===== config.mk =====
export PLATFORM = sky130hd
export DESIGN_NAME = insn_encoder
export DESIGN_NICKNAME = d
export VERILOG_FILES = /design/src/rtl/insn_encoder_pkg.sv /design/src/rtl/insn_fifo.sv /design/src/rtl/insn_encoder.sv
export SDC_FILE = /design/constraint.sdc
export NUM_CORES = 1
export LEC_CHECK = 0
export ABC_AREA = 1
export ABC_CLOCK_PERIOD_IN_PS = 3020
export CAP_MARGIN = 10
export CELL_PAD_IN_SITES_DETAIL_PLACEMENT = 2
export CELL_PAD_IN_SITES_GLOBAL_PLACEMENT = 2
export CORE_ASPECT_RATIO = 0.75
export CORE_UTILIZATION = 28
export DETAILED_ROUTE_END_ITERATION = 12
export PLACE_DENSITY_LB_ADDON = 0.1
export RECOVER_POWER = 100
export SETUP_SLACK_MARGIN = 0.4
export SLEW_MARGIN = 5
export SYNTH_ARGS = -nofsm -noshare
export SYNTH_HDL_FRONTEND = slang
export SYNTH_HIERARCHICAL = 1
export SYNTH_SLANG_ARGS = --single-unit

===== constraint.sdc =====
create_clock -name clk -period 3.02 [get_ports clk]
set_clock_uncertainty 0.1 [all_clocks]
set_input_delay 0.453 -clock clk [delete_from_list [all_inputs] [get_ports clk]]
set_output_delay 0.453 -clock clk [all_outputs]
set_load 0.005 [all_outputs]

===== src/rtl/insn_encoder_pkg.sv =====
// Shared core constants: immediate-format codes, output buffer depth bounds and
// the store opcode prefix, common to this encoder and the decode-side sign extender.
package insn_encoder_pkg;

  typedef enum logic [1:0] {
    IMM_IS = 2'b00,
    IMM_U  = 2'b01,
    IMM_B  = 2'b10,
    IMM_J  = 2'b11
  } imm_src_e;

  localparam int OUT_DEPTH_MIN = 2;
  localparam int OUT_DEPTH_MAX = 8;

  // opcode[6:4] value that distinguishes S-type from I-type under IMM_IS
  localparam logic [2:0] STORE_OP_PREFIX = 3'b010;

endpackage


===== src/rtl/insn_fifo.sv =====
// Small circular output buffer for encoded words; in_ready is derived only from
// registered state, and the read word is forced to zero while the buffer is empty.
module insn_fifo #(
  parameter int DEPTH = 2,
  parameter int WIDTH = 33
) (
  input  logic             clk,
  input  logic             rst_n,
  input  logic             i_push,
  input  logic [WIDTH-1:0] i_data,
  output logic             o_ready,
  input  logic             i_pop,
  output logic             o_valid,
  output logic [WIDTH-1:0] o_data
);

  localparam int PW = (DEPTH > 1) ? $clog2(DEPTH) : 1;
  localparam int CW = $clog2(DEPTH + 1);

  logic [WIDTH-1:0] r_mem [DEPTH];
  logic [PW-1:0]    r_wr_ptr;
  logic [PW-1:0]    r_rd_ptr;
  logic [CW-1:0]    r_count;
  logic             r_live;
  logic             w_push;
  logic             w_pop;

  assign o_ready = r_live && (r_count < CW'(DEPTH));
  assign o_valid = (r_count != '0);
  assign o_data  = o_valid ? r_mem[r_rd_ptr] : '0;
  assign w_push  = i_push && o_ready;
  assign w_pop   = i_pop && o_valid;

  // NOTE: storage has no reset; o_data is gated by o_valid, so stale entries never escape.
  always_ff @(posedge clk) begin
    if (w_push) r_mem[r_wr_ptr] <= i_data;
  end

  always_ff @(posedge clk or negedge rst_n) begin
    if (!rst_n) begin
      r_wr_ptr <= '0;
      r_rd_ptr <= '0;
      r_count  <= '0;
      r_live   <= 1'b0;
    end else begin
      r_live <= 1'b1;
      if (w_push) r_wr_ptr <= (r_wr_ptr == PW'(DEPTH - 1)) ? '0 : r_wr_ptr + 1'b1;
      if (w_pop)  r_rd_ptr <= (r_rd_ptr == PW'(DEPTH - 1)) ? '0 : r_rd_ptr + 1'b1;
      case ({w_push, w_pop})
        2'b10:   r_count <= r_count + 1'b1;
        2'b01:   r_count <= r_count - 1'b1;
        default: r_count <= r_count;
      endcase
    end
  end

endmodule


===== src/rtl/insn_encoder.sv =====
// RISC-V style instruction encoder: combinational field packing and optional
// immediate range check (enable with IMM_RANGE_CHECK_EN) ahead of an insn_fifo.
module insn_encoder
  import insn_encoder_pkg::*;
#(
  parameter int OUT_DEPTH = 2
) (
  input  logic        clk,
  input  logic        rst_n,
  input  logic        in_valid,
  output logic        in_ready,
  input  logic [1:0]  imm_src,
  input  logic [6:0]  opcode,
  input  logic [2:0]  funct3,
  input  logic [4:0]  rd,
  input  logic [4:0]  rs1,
  input  logic [4:0]  rs2,
  input  logic [31:0] imm,
  output logic        out_valid,
  input  logic        out_ready,
  output logic [31:0] out_insn,
  output logic        out_err,
  output logic [7:0]  err_cnt
);

  if (OUT_DEPTH < OUT_DEPTH_MIN || OUT_DEPTH > OUT_DEPTH_MAX) begin : g_bad_depth
    $error("insn_encoder: OUT_DEPTH out of range");
  end

  logic [31:0] w_insn;
  logic        w_is_store;
  logic        w_imm_err;
  logic        w_accept;
  logic [32:0] w_rd_data;

  assign w_is_store = (opcode[6:4] == STORE_OP_PREFIX);
  assign w_accept   = in_valid && in_ready;

  // NOTE: every always_comb output gets a default first so no latch is inferred.
  always_comb begin
    w_insn = '0;
    case (imm_src_e'(imm_src))
      IMM_IS: w_insn = w_is_store
                       ? {imm[11:5], rs2, rs1, funct3, imm[4:0], opcode}
                       : {imm[11:0], rs1, funct3, rd, opcode};
      IMM_U:  w_insn = {imm[31:12], rd, opcode};
      IMM_B:  w_insn = {imm[12], imm[10:5], rs2, rs1, funct3, imm[4:1], imm[11], opcode};
      IMM_J:  w_insn = {imm[20], imm[10:1], imm[11], imm[19:12], rd, opcode};
      default: w_insn = '0;
    endcase
  end

`ifdef IMM_RANGE_CHECK_EN
  logic [7:0] r_err_cnt;

  // A field is representable when all bits above its top are copies of its sign.
  always_comb begin
    w_imm_err = 1'b0;
    case (imm_src_e'(imm_src))
      IMM_IS: w_imm_err = !((&imm[31:11]) || !(|imm[31:11]));
      IMM_U:  w_imm_err = (imm[11:0] != 12'd0);
      IMM_B:  w_imm_err = !((&imm[31:12]) || !(|imm[31:12])) || imm[0];
      IMM_J:  w_imm_err = !((&imm[31:20]) || !(|imm[31:20])) || imm[0];
      default: w_imm_err = 1'b0;
    endcase
  end

  always_ff @(posedge clk or negedge rst_n) begin
    if (!rst_n)                                   r_err_cnt <= '0;
    else if (w_accept && w_imm_err && r_err_cnt != 8'hFF) r_err_cnt <= r_err_cnt + 1'b1;
  end

  assign err_cnt = r_err_cnt;
`else
  assign w_imm_err = 1'b0;
  assign err_cnt   = '0;
`endif

  insn_fifo #(
    .DEPTH (OUT_DEPTH),
    .WIDTH (33)
  ) u_fifo (
    .clk     (clk),
    .rst_n   (rst_n),
    .i_push  (w_accept),
    .i_data  ({w_imm_err, w_insn}),
    .o_ready (in_ready),
    .i_pop   (out_ready),
    .o_valid (out_valid),
    .o_data  (w_rd_data)
  );

  assign out_insn = w_rd_data[31:0];
  assign out_err  = w_rd_data[32];

endmodule


-- Word-level counts from Yosys, hierarchy flattened
Memory sizes are Yosys's and may differ from the RTL's.
Cells that the tools add are included.
- register bits: 5
- bits in writable memories: 64
- input bits: 63
- output and inout bits: 43
- logic and storage cells: 31
- memories: 1
- memory list (memory ; depth ; width ; rd ports ; clocked after Yosys merged registers in ; write ports ; RTL line ; RTL):
    u_fifo.r_mem ; 2 ; 32 ; 1 ; 0 ; 1 ; insn_fifo.sv:20 ; logic [WIDTH-1:0] r_mem [DEPTH];
- add/sub/neg operators: 4
- $lt $le $gt $ge: 1
- eq/ne operators: 6
- multiplexer cells: 8
- reductions and logical operators: 7
- operators with widths (cell ; count):
    case mux 32 bit (4 select lines) ; 1
    two-way mux 33 bit ; 1
    two-way mux 25 bit ; 1
    == test 2 bit (second input constant) ; 3
    == test 2 x 1 -> 1 bit (second input constant) ; 2
    logical AND 1 bit ; 4
    two-way mux 1 bit ; 4
    case mux 2 bit (2 select lines) ; 1
    nonzero test 2 bit ; 2
    == test 3 x 2 -> 1 bit (second input constant) ; 1
    adder 1 bit (second input constant) ; 2
    adder 2 x 1 -> 2 bit (second input constant) ; 1
    zero test 2 bit ; 1
    less-than comparator 2 bit (second input constant) ; 1
    subtractor 2 x 1 -> 2 bit (second input constant) ; 1

-- Depth between registers and ports, before layout
- depth in word-level cells: 6
- mapped depth: 11
- mapped depth without buffers: 11

-- By module
Netlist, hierarchy kept.
- by module, submodules not included (module ; times used ; cells each ; area an instance (µm²) ; sequential area each (µm²)):
    insn_fifo ; 1 ; 208 ; 2723.9 ; 2107.0
    insn_encoder ; 1 ; 146 ; 703.2 ; 0.0

-- Least setup slack after synthesis
Ideal clock, no wire load.
- kind: flip-flop to flip-flop
- start point: register u_fifo.r_count[1]
- end point: memory u_fifo/r_mem[0][0] (netlist bit), enable pin
- library setup time: 0.423 ns
- data arrival time: 2.230 ns
- data required time: 2.497 ns
- slack: 0.266 ns
- cell stages (with the launch flop): 6
- path through: dfrtp_1 > nor2_1 > nand2_1 > inv_1 > nand3_2 > nor2_1
- word-level cells in the longest chain between the ends: 6
- ends and longest elaborated chain (what ; RTL line ; RTL):
    from (decl) ; insn_fifo.sv:23 ; logic [CW-1:0] r_count;
    from (signal assigned) ; insn_fifo.sv:50 ; 2'b10: r_count <= r_count + 1'b1;
    from (signal assigned) ; insn_fifo.sv:51 ; 2'b01: r_count <= r_count - 1'b1;
    from (signal assigned) ; insn_fifo.sv:52 ; default: r_count <= r_count;
    less-than comparator 2 bit ; insn_fifo.sv:28 ; assign o_ready = r_live && (r_count < CW'(DEPTH));
    logical AND 1 bit ; insn_fifo.sv:28 ;
    named net in_ready ; insn_encoder.sv:11 ; output logic in_ready,
    logical AND 1 bit ; insn_encoder.sv:37 ; assign w_accept = in_valid && in_ready;
    named net w_accept ; insn_encoder.sv:33 ; logic w_accept;
    logical AND 1 bit ; insn_fifo.sv:31 ; assign w_push = i_push && o_ready;
    two-way mux 1 bit ; insn_fifo.sv:36 ; if (w_push) r_mem[r_wr_ptr] <= i_data;
    two-way mux 1 bit (implied by the code) ; insn_fifo.sv:36 ;
    to (decl) ; insn_fifo.sv:20 ;
The timed path passes the listed nets, and every way through them passes these cells.

==> reports/results.tsv <==
stage	metric	value	unit
hold_path	min-delay worst type	primary input to asynchronous set/reset pin	
detailed_routing	drt first pass iters	4	
sta	final hold violations	0	
power_and_ir_drop	Seq pwr share	34.6	%
floorplan	num rows	34	
logic_synthesis	Yosys Warn Count	6	
run_status	outcome	complete, no violations	
logic_synthesis	simple logic cell fraction of the synthesized area	24.6	%
logic_synthesis	EDFF count, synth	66	
logic_synthesis	Synth area leader	edfxtp_1	
clocking	CTS tree	yes	
setup_path	CP peak stage delay	610	ps
sta	Slew @ Worst Pin	822	ps
power_and_ir_drop	sw frac	31.5	%
clocking	# hold bufs at CTS	0	
setup_path	CP Class	flip-flop to output port	
global_route	All-Layer GR Usage	16.4	%
final_layout	most frequent cells in the layout	143 x nand2_1, 66 x edfxtp_1, 59 x clkdlybuf4s50_1, 38 x dlygate4sd3_1, 33 x a21oi_1	
placed_design	HPWL Detailed	7180	um
setup_path	slowest CP cell	dlygate4sd3_1	
clocking	Num Clock Sinks	71	
logic_synthesis	Area contributors post-synth	edfxtp_1 58%, nand2_1 16%, a21oi_1 4.8%	
power_and_ir_drop	NetSw	0.00110	W
logic_synthesis	ys flop type	edfxtp_1	
setup_path	CP Launch Type	flip-flop	
power_and_ir_drop	Total Power	0.00349	W
floorplan	initial core utilization	29.2	%
sta	f_max	0.376	GHz
final_layout	layout cells sized above 1	7.14	%
logic_synthesis	mux cell area share after synthesis	0	%
setup_path	crit path DAT	2110	ps
final_layout	most common cell after layout, fill and taps aside	nand2_1	
sta	accumulated negative setup slack	0	ps
setup_path	critical path buffer and inverter count	2	
logic_synthesis	area fraction of the dominant cell type after synthesis	57.8	%
clocking	Worst-path clk slew	60	ps
sta	Max Slew Vio Count	0	
final_layout	final-layout fill cell count	1294	
logic_synthesis	Seq/Total Area, Yosys	61.5	%
logic_synthesis	Syn Area/Cell	9.68	um^2
flow_run	max-cap violation count	0	
power_and_ir_drop	peak supply drop	0.000296	V
power_and_ir_drop	Pleak	1.93	nW
detailed_routing	wire length per cell after detailed routing	15.5	um
detailed_routing	via count	2789	
logic_synthesis	flops & latches, synth	71	
setup_path	critical path fanouts, max	16	
global_route	initial antenna violation count	0	
global_route	vias in the first global route	2981	
clocking	clk_lat worst skew	320	ps
final_layout	Syn-to-layout area delta	39.6	%
global_route	largest net degree at the start of global routing	35	
logic_synthesis	count of cell types in the netlist	24	
clocking	worst-case clock buffer depth	2	
logic_synthesis	xor/xnor cell area share of the yosys netlist	0.511	%
floorplan	DIE HEIGHT	97.8	um
sta	RSZ-0062 raised after global routing	false	
setup_path	WP data required	2470	ps
setup_path	R2R cell count	6	
detailed_routing	Via density	4.47	
global_route	Overflow after GRT	0	
placed_design	Port Buffers	97	
detailed_routing	drt drc	0	
sta	fin crit share	88.1	%
power_and_ir_drop	Gate power share	36.4	%
logic_synthesis	Netlist Area Pre-Place	3430	um^2
detailed_routing	Post-Route WL	9690	um
setup_path	Worst setup EP type	output port	
power_and_ir_drop	Internal	0.00239	W
logic_synthesis	Synth Area in Compound Gates	4.97	%
floorplan	Die Area	12700	um^2
placed_design	Final Wtd Congestion	0.692	
power_and_ir_drop	clock share of power	29.0	%
final_layout	diode count	0	
setup_path	R2R Path Start	u_fifo/r_count[1]	
floorplan	I/O Pins	106	
floorplan	Core ar.	11700	um^2
logic_synthesis	largest family of logic cells by synthesized area	simple AND/OR/NAND/NOR gates	
detailed_routing	ANT nets after route	0	
logic_synthesis	Cells after Synth	354	
global_route	first-pass GRT wire length	15600	um
floorplan	Die X	130	um
setup_path	Critical R2R Capture	u_fifo/r_mem[0][4]	
sta	# setup viols final	0	
logic_synthesis	adder-cell share of the synthesized area	0.365	%
final_layout	# nets final	521	
sta	Slew HR	45.0	%
clocking	clock buffer count from CTS	9	
clocking	H-tree depth	3	
logic_synthesis	asr flop ratio synth	7.04	%
detailed_routing	number of DRC markers in iteration 0	75	
setup_path	cells along the critical path	clkbuf_2, nand2_1, a21oi_1, dlygate4sd3_1	
power_and_ir_drop	pwr/cell area	730	nW/um^2
setup_path	Crit path max-delay family	buffers and inverters	
sta	Final min period	2660	ps
setup_path	R2R setup slack	560	ps
clocking	CTS root buf	clkbuf_16	
==> power groups by stage <==
stage	logic, W	clock network, W	registers (W)
after global placement	0.00136	0	0.00123
after detailed placement	0.00138	0	0.00123
after global routing	0.00143	0.00107	0.00122
final	0.00127	0.00101	0.00121
after CTS	0.00140	0.00104	0.00121
after floorplan	0.000635	0	0.00121
==> worst max-delay path by stage <==
stage / cells after the start / slack, ps / startpoint / endpoint
4_1_cts: 4 / 440 / u_fifo/r_count[1] / out_insn[20]
2_1_floorplan: 5 / 270 / u_fifo/r_count[1] / u_fifo/r_mem[0][0]
5_1_grt: 4 / 220 / u_fifo/r_rd_ptr / out_err
3_3_place_gp: 6 / 670 / in_valid / u_fifo/r_mem[0][21]
3_5_place_dp: 6 / 650 / in_valid / u_fifo/r_mem[1][8]
6_report: 4 / 360 / u_fifo/r_rd_ptr / out_err
==> cell usage after synthesis, types with 2 or more instances <==
library cell  instances
buf_2                10
nand4_1               6
edfxtp_1             66
nand3_1              22
conb_1                2
inv_4                 2
nor2_2                8
buf_6                 3
nor2_1               11
inv_1                18
nand2_1             142
dfrtp_1               5
buf_4                10
a21oi_1              33
inv_2                 4
nor2_4                2
nand3_2               3
==> layer usage <==
layer	vias to the layer above	part of all wire, %	global-route usage [%]
li1	1356	-	-
met1	1356	46	21.4
met2	70	49	28.0
met3	7	3.9	2.90
met4	0	0.89	4.03
met5	-	0	0
==> repair_timing <==
action,4_1_cts,5_1_grt
gates resized for setup,1,1
pin swaps,1,1
setup buffers,0,2
endpoints found under the setup margin,20,13
==> logic make-up after synthesis <==
group / Yosys count
fa+ha+maj: 1
xor+xnor: 2
buf+inv: 48
compound gates: 34
simple gates: 196
flops: 71
other cells: 2
==> sequential cells by signal (all words and copies together), names as in the netlist <==
name             cells
u_fifo/r_mem        66
u_fifo/r_rd_ptr      1
u_fifo/r_live        1
u_fifo/r_wr_ptr      1
u_fifo/r_count       2
==> cell type report <==
type	count	area (um^2)	share of cell area, %
Sequential cell	71	2110	44.0
Multi-Input combinational cell	244	1070	22.3
Timing Repair Buffer	107	1030	21.4
Clock buffer	12	236	4.94
Tap cell	162	203	4.24
Inverter	24	96.3	2.01
Clock inverter	4	47.5	0.994
==> per-stage QoR <==
| step | utilization [%] | cell area [um^2] | instances | worst slack (ps) | hold WS [ps] |
|---|---|---|---|---|---|
| 2_1_floorplan | - | 3460 | 363 | 266 | 57.4 |
| 5_1_grt | 40.7 | 4780 | 624 | 218 | 332 |
| 3_3_place_gp | 38.6 | 4540 | 606 | 669 | 457 |
| 3_5_place_dp | 38.6 | 4540 | 606 | 650 | 482 |
| 6_report | 40.7 | 4780 | 624 | 361 | 322 |
| 4_1_cts | 41.1 | 4820 | 622 | 441 | 247 |
Power figures use the tool's default switching activity.
